[config.mk]
export PLATFORM = sky130hd
export DESIGN_NAME = ble_packet_uart_dump
export DESIGN_NICKNAME = d
export VERILOG_FILES = /design/src/rtl/ble_packet_uart_dump.sv
export SDC_FILE = /design/constraint.sdc
export NUM_CORES = 1
export LEC_CHECK = 0
export CORE_UTILIZATION = 30
export CTS_CLUSTER_DIAMETER = 50
export CTS_CLUSTER_SIZE = 16
export DETAILED_ROUTE_END_ITERATION = 12
export DONT_BUFFER_PORTS = 1
export PLACE_DENSITY = 0.52
export SKIP_LAST_GASP = 1
export SYNTH_ARGS = -nofsm -noshare
export SYNTH_HDL_FRONTEND = slang
export SYNTH_SLANG_ARGS = --single-unit
[constraint.sdc]
create_clock -name clk -period 1.95 [get_ports clk]
set_input_delay 0 -clock clk [delete_from_list [all_inputs] [get_ports clk]]
set_output_delay 0 -clock clk [all_outputs]
set_load 0.1 [all_outputs]
[src/rtl/ble_packet_uart_dump.sv]
// ble_packet_uart_dump
//   Snapshots the sniffer's decoded packet on each rising edge of
//   packet_detected and streams the captured PDU bytes over an 8N1 UART
//   line (data bit 0 first, CLK_DIV clk cycles per bit, no idle gap
//   between back-to-back bytes).
//
// Configuration macro: PKT_DUMP_HEADER_EN
//   defined   - each frame is prefixed by 0xA5 and a byte equal to nbytes
//   undefined - payload bytes only
//
// Ports
//   clk             system clock, all logic on posedge
//   rst             synchronous active-high reset
//   packet_detected sniffer detect level; its rising edge is the capture event
//   packet_in       packet bits, [PACKET_BITS-1] is the first received bit
//   packet_len      number of valid bits in packet_in (clamped to PACKET_BITS)
//   uart_tx         serial line, idle high
//   busy            a captured frame is being sent
//   done            one-cycle pulse after the last stop bit
//   dropped_cnt     events ignored while busy, saturating at 255
module ble_packet_uart_dump #(
    parameter int unsigned PACKET_BITS = 368,
    parameter int unsigned LEN_W       = 9,
    parameter int unsigned CLK_DIV     = 139
) (
    input  logic                   clk,
    input  logic                   rst,
    input  logic                   packet_detected,
    input  logic [PACKET_BITS-1:0] packet_in,
    input  logic [LEN_W-1:0]       packet_len,
    output logic                   uart_tx,
    output logic                   busy,
    output logic                   done,
    output logic [7:0]             dropped_cnt
);

    localparam int unsigned MAX_BYTES = (PACKET_BITS + 7) / 8;
    // Room for header bytes on top of the payload byte index.
    localparam int unsigned BYTE_W    = $clog2(MAX_BYTES + 3);
    localparam int unsigned DIV_W     = $clog2(CLK_DIV);

    typedef enum logic [2:0] {
        IDLE,
        START,
        DATA,
        STOP,
        FIN
    } state_t;

    state_t                 state, state_next;
    logic                   det_q;
    logic                   pkt_event;
    logic [DIV_W-1:0]       bit_tmr;
    logic                   bit_end;
    logic [2:0]             bit_idx;
    logic [BYTE_W-1:0]      byte_idx;
    logic [BYTE_W-1:0]      nbytes_q;
    logic [BYTE_W-1:0]      nbytes_in;
    logic [PACKET_BITS-1:0] shreg;
    logic [7:0]             tx_byte;
    logic                   last_byte;
    logic                   payload_byte;
    logic [31:0]            len_ext;
    logic [31:0]            len_clamp;

    assign pkt_event = packet_detected & ~det_q;
    assign bit_end   = (bit_tmr == DIV_W'(CLK_DIV - 1));

    // Byte count for the capture: ceil(min(packet_len, PACKET_BITS) / 8).
    always_comb begin
        len_ext   = 32'(packet_len);
        len_clamp = (len_ext > PACKET_BITS) ? PACKET_BITS : len_ext;
        nbytes_in = BYTE_W'((len_clamp + 32'd7) >> 3);
    end

    // The payload is held in a shift register whose top byte is always the
    // next payload byte to send; it shifts after each payload byte's stop bit.
`ifdef PKT_DUMP_HEADER_EN
    always_comb begin
        payload_byte = (byte_idx >= BYTE_W'(2));
        last_byte    = (byte_idx == BYTE_W'(nbytes_q + BYTE_W'(1)));
        if (byte_idx == '0) begin
            tx_byte = 8'hA5;
        end else if (byte_idx == BYTE_W'(1)) begin
            tx_byte = 8'(nbytes_q);
        end else begin
            tx_byte = shreg[PACKET_BITS-1 -: 8];
        end
    end
`else
    always_comb begin
        payload_byte = 1'b1;
        last_byte    = (BYTE_W'(byte_idx + BYTE_W'(1)) == nbytes_q);
        tx_byte      = shreg[PACKET_BITS-1 -: 8];
    end
`endif

    always_comb begin
        state_next = state;
        uart_tx    = 1'b1;
        busy       = (state != IDLE);
        done       = 1'b0;
        case (state)
            IDLE: begin
                if (pkt_event) begin
`ifdef PKT_DUMP_HEADER_EN
                    state_next = START;
`else
                    state_next = (nbytes_in == '0) ? FIN : START;
`endif
                end
            end
            START: begin
                uart_tx = 1'b0;
                if (bit_end) begin
                    state_next = DATA;
                end
            end
            DATA: begin
                uart_tx = tx_byte[bit_idx];
                if (bit_end && (bit_idx == 3'd7)) begin
                    state_next = STOP;
                end
            end
            STOP: begin
                if (bit_end) begin
                    state_next = last_byte ? FIN : START;
                end
            end
            FIN: begin
                done       = 1'b1;
                state_next = IDLE;
            end
            default: state_next = IDLE;
        endcase
    end

    always_ff @(posedge clk) begin
        if (rst) begin
            state       <= IDLE;
            det_q       <= 1'b0;
            bit_tmr     <= '0;
            bit_idx     <= '0;
            byte_idx    <= '0;
            nbytes_q    <= '0;
            shreg       <= '0;
            dropped_cnt <= '0;
        end else begin
            state <= state_next;
            det_q <= packet_detected;

            // FIN still counts as busy, so an event on the done cycle is dropped.
            if (pkt_event && (state != IDLE) && (dropped_cnt != 8'hFF)) begin
                dropped_cnt <= dropped_cnt + 8'd1;
            end

            case (state)
                IDLE: begin
                    bit_tmr  <= '0;
                    bit_idx  <= '0;
                    byte_idx <= '0;
                    if (pkt_event) begin
                        shreg    <= packet_in;
                        nbytes_q <= nbytes_in;
                    end
                end
                START, DATA, STOP: begin
                    bit_tmr <= bit_end ? '0 : bit_tmr + DIV_W'(1);
                    if (bit_end) begin
                        // bit_idx wraps to 0 after bit 7, ready for the next byte.
                        if (state == DATA) begin
                            bit_idx <= bit_idx + 3'd1;
                        end
                        if (state == STOP) begin
                            byte_idx <= byte_idx + BYTE_W'(1);
                            if (payload_byte) begin
                                shreg <= {shreg[PACKET_BITS-9:0], 8'h00};
                            end
                        end
                    end
                end
                default: begin
                    bit_tmr <= '0;
                end
            endcase
        end
    end

endmodule

# Word-level counts from Yosys, hierarchy flattened
# Index checks and enable logic that the tools add are counted.
# op_classes
n_addsub	5
multipliers	0
div_mod_pow	0
magnitude_cmp	2
eq_ne	15
shifts	0
mux	22
n_bitwise	3
n_reduce_logical	14
# op_table
operator	count
$mux W368	3
$pmux W368 S2	1
$mux W3	8
$add A8 B1 Y8 const B	2
$ne A2 B2 Y1 const B	7
$mux W6	2
$pmux W3 S4	1
$pmux W6 S2	1
$add A9 B3 Y9 const B	1
$gt A9 B9 Y1 const B	1
$mux W9	1
$eq A8 B8 Y1 const B	1
$ne A8 B8 Y1 const B	1
$reduce_and A4 Y1	2
$add A6 B1 Y6 const B	1
$eq A3 B2 Y1 const B	2
$eq A3 B3 Y1 const B	2
$eq A6 B6 Y1	1
$logic_not A6 Y1	1
$pmux W3 S2	1
$reduce_and A3 Y1	2
$reduce_or A3 Y1	2
$lt A3 B4 Y1 const B	1
$add A3 B1 Y3 const B	1
11 further kinds	15
# word_totals
reg_bits	403
latch_bits	0
mem_bits_rw	0
romBits	0
in_bits	380
mem_count	0

# Logic depth before layout (Yosys ltp)
# logic_depth
ltp_word	7
mapped_depth	9

# Worst setup path after synthesis
# No wires, ideal clock.
# synth_path
path_type	register -> output
start	reg state[1]
end	out done
arrival_ns	2.681
slack_ns	-0.731
stages_incl_launch_ff	3
n_path_buf	1
cell_sequence	dfxtp_1 buf_2 nor3b_1
# synth_between
elab_chain_len	2
# synth_lines
item	line_no	rtl
from (decl)	50	state_t state, state_next;
from (signal assigned)	149	state <= state_next;
$eq A3 B3 Y1	103	case (state)
$mux W1	103	
to (decl)	33	output logic done,
# No other way between the ends.

# Final worst setup path
# layout_path
start	reg bit_idx[0]
end	out uart_tx
# layout_between
elab_chain_len	3
# layout_lines
item	line_no	rtl
from (decl)	55	logic [2:0] bit_idx;
from (signal assigned)	172	bit_idx <= bit_idx + 3'd1;
$bmux W1 S3	120	uart_tx = tx_byte[bit_idx];
$mux W1 (implied by the code)	120	
$pmux W1 S2	103	
to (decl)	31	output logic uart_tx,
# No other way between the ends. The select of a mux whose other input is x is not followed.

==> out/metrics.yaml <==
outcome: "finished with violations"
violations: "hold timing, setup timing"
drc: 0
cap_violations: 0
die_area_um2: 67500
ys.warnings.count: 0
syn_area_um2: 19900
synth-seq-cells: 403
gp_congestion: 0.758
path_buf_inv: 1
grt_max_degree: 398
grt-ovfl-total: 0
initial_utilization: 0.303
p_leak_nw: 10.6
dpl.hpwl_um: 36800
rows: 94
path_cells: "mux4_2 -> mux2i_4 -> nand3_1 -> o21ai_1 -> nand2b_1 -> buf_12"
grt_first_pass_wirelength_um: 80900
crit_slowest_cell: "mux4_2"
drt_iter0_drc: 753
core_um2: 65700
slew_headroom: 0.343
cp_data_arrival_time_ns: 2.16
drive_gt1_frac: 0.324
gr-usage-all-layers: 0.151
root_buffer: "clkbuf_16"
synth_cells: 1871
area_delta_synth_final_pct: 25.5
synth_top_area_cell: "dfxtp_1"
firstDrtPassIters: 5
synth.area.top_cells: "dfxtp_1 40%, a211oi_2 22%, mux2i_1 18%"
avgSynthCellArea_um2: 10.7
hold_violations: 386
critPathLaunchType: "register"
ys_types: 48
clk_pin_slew_ns: 0.06
rsz0062_at_grt: "yes"
cts_sinks: 403
via_per_inst: 4.94
setup_violations: 1
worstMarginPinSlew_ns: 0.986
cts_tree: "built"
required_ns: 1.95
fmax_mhz: 464
ir_worst_vdd_mv: 0.707
min_period_ns: 2.16
vias: 14200
drt_wl_total_um: 55300
skew_ns: 0.0217
io_pins: 391
ant_nets: 0
cpPeakStageDelay_ns: 0.54
grt_pass1_vias: 14100
htreeDepth: 2
setup_tns_ns: -0.207
fin_ws_ns: -0.207
maxSlewViolCount: 0
grt_antenna_before_repair: 3
synth_edf_count: 0
hold_path_class: "input port to register"
end_kind: "output port"
cts_made_buffers: 56
powerDensity_nw_per_um2: 1050
yosysSeqAreaShare: 0.405
portBuffers: 0
critPathKind: "register to output port"
die_x_um: 260
hold_slack_ns: -0.527
synth_flop_cell: "dfxtp_1"
final_nets: 2347
crit_family: "multiplexers"
routedWlPerCell_um: 19.3
final_util: 0.380
period_share: 1.11
syn_nets: 2257
critPathMaxFanout: 3
synth_top_area_share: 0.405
fp.dieH_um: 260
async_flop_share: 0
clockBufferDepth: 3
clk_latency_ns: 0.62
==> cell usage after synthesis (2+ instances only) <==
cell type  number
inv_1           7
buf_6          24
a22oi_1         2
a211oi_2      352
buf_2          48
xnor2_1        15
a31oi_1         3
and2_1          2
a211oi_1       11
nor2_1        394
ha_1            6
buf_4          54
xor2_1          9
nor2b_1         5
a21oi_1        26
and3_1          5
or3b_1          2
or3_1           9
clkbuf_1       45
nand2b_1        3
nand2_4         2
o21ai_0        10
mux4_2          2
dfxtp_1       403
nor4_1          2
nor3_1          8
nand3_1        21
nand2_1        19
mux2i_1       363
==> power by group <==
part	internal (mW)	leakage, nW	switching, mW
Clock	6.68	0.979	4.37
Sequential	9.11	3.33	0.525
Combinational	2.79	6.30	2.82
Total	18.6	10.6	7.71
==> stage by stage <==
stage,cell area [um2],cells,setup WS [ns],power (mW),hold WS (ns)
CTS,24000,2821,-0.293,26.1,-0.547
global placement,21200,2665,0.00129,14.5,0.120
detailed placement,21200,2665,-0.0340,14.7,0.124
global route,25000,2872,-0.321,27.5,-0.577
finish,25000,2872,-0.207,26.3,-0.527
floorplan,20000,1871,-0.0935,13.8,0.128
==> cell usage in the layout (no fill, tap or decap), drive strengths merged, types with 2 or more instances in the layout <==
cell and instances:
dfxtp 403, nor2 394, mux2i 363, a211oi 363, buf 134, clkbuf 84, dlygate4sd3 45, a21oi 26
inv 23, nand3 21, nand2 21, xnor2 15, o21ai 10, clkinv 10, clkinvlp 9, xor2 9
or3 9, nor3 9, bufinv 8, ha 6, nor2b 5, and3 5, nand2b 3, a31oi 3
bufbuf 3, mux4 2, nor3b 2, and2 2, nor4 2, or3b 2, a22oi 2, nand4 2
==> layer usage <==
| metal | GRT usage | routed length [um] |
|---|---|---|
| met1 | 0.185 | 24100 |
| met2 | 0.254 | 26500 |
| met3 | 0.0485 | 3750 |
| met4 | 0.0355 | 927 |
| met5 | 0 | 34 |
==> timing repair <==
item                                    4_1_cts  5_1_grt
endpoints found under the setup margin      117      296
pin swaps                                     2       33
gates cloned                                  6       25
setup buffers                                 8       19
gates resized for setup                      22       53
hold buffers                                 38        7
endpoints found under the hold margin       403      397
==> state kept, by name, summed over array words and instances, names as in the netlist <==
signal,count
bit_idx,3
bit_tmr,8
byte_idx,6
det_q,1
dropped_cnt,8
nbytes_q,6
shreg,368
state,3
==> final timing paths <==
kind / startpoint / end / slack [ns] / cells after the start
setup reg to reg: bit_tmr[0] / shreg[113] / 0.02 / 10
hold reg to reg: shreg[6] / shreg[6] / 0.46 / 2
setup / recovery: bit_idx[0] / uart_tx / -0.21 / 6
hold / removal: rst / shreg[59] / -0.53 / 1
==> final cells by class <==
class                      instances  area [um2]
tap                              864        1080
sequential                       403        8080
antenna                            1        2.50
fill                            6340       40700
inverter                           7        30.0
multi-input combinational       1288       10900
clock buffer                      61        1470
clock inverter                    43         572
timing repair buffer             205        2920
==> cells by family after synthesis <==
| group | share of synthesized area |
|---|---|
| adders and majority gates | 0.00377 |
| AOI/OAI and AO/OA | 0.239 |
| muxes | 0.185 |
| xor gates and xnor gates | 0.0105 |
| buffers and inverters | 0.0562 |
| and+or+nand+nor | 0.102 |
| DFF | 0.405 |
(Power assumes the default switching activity.)
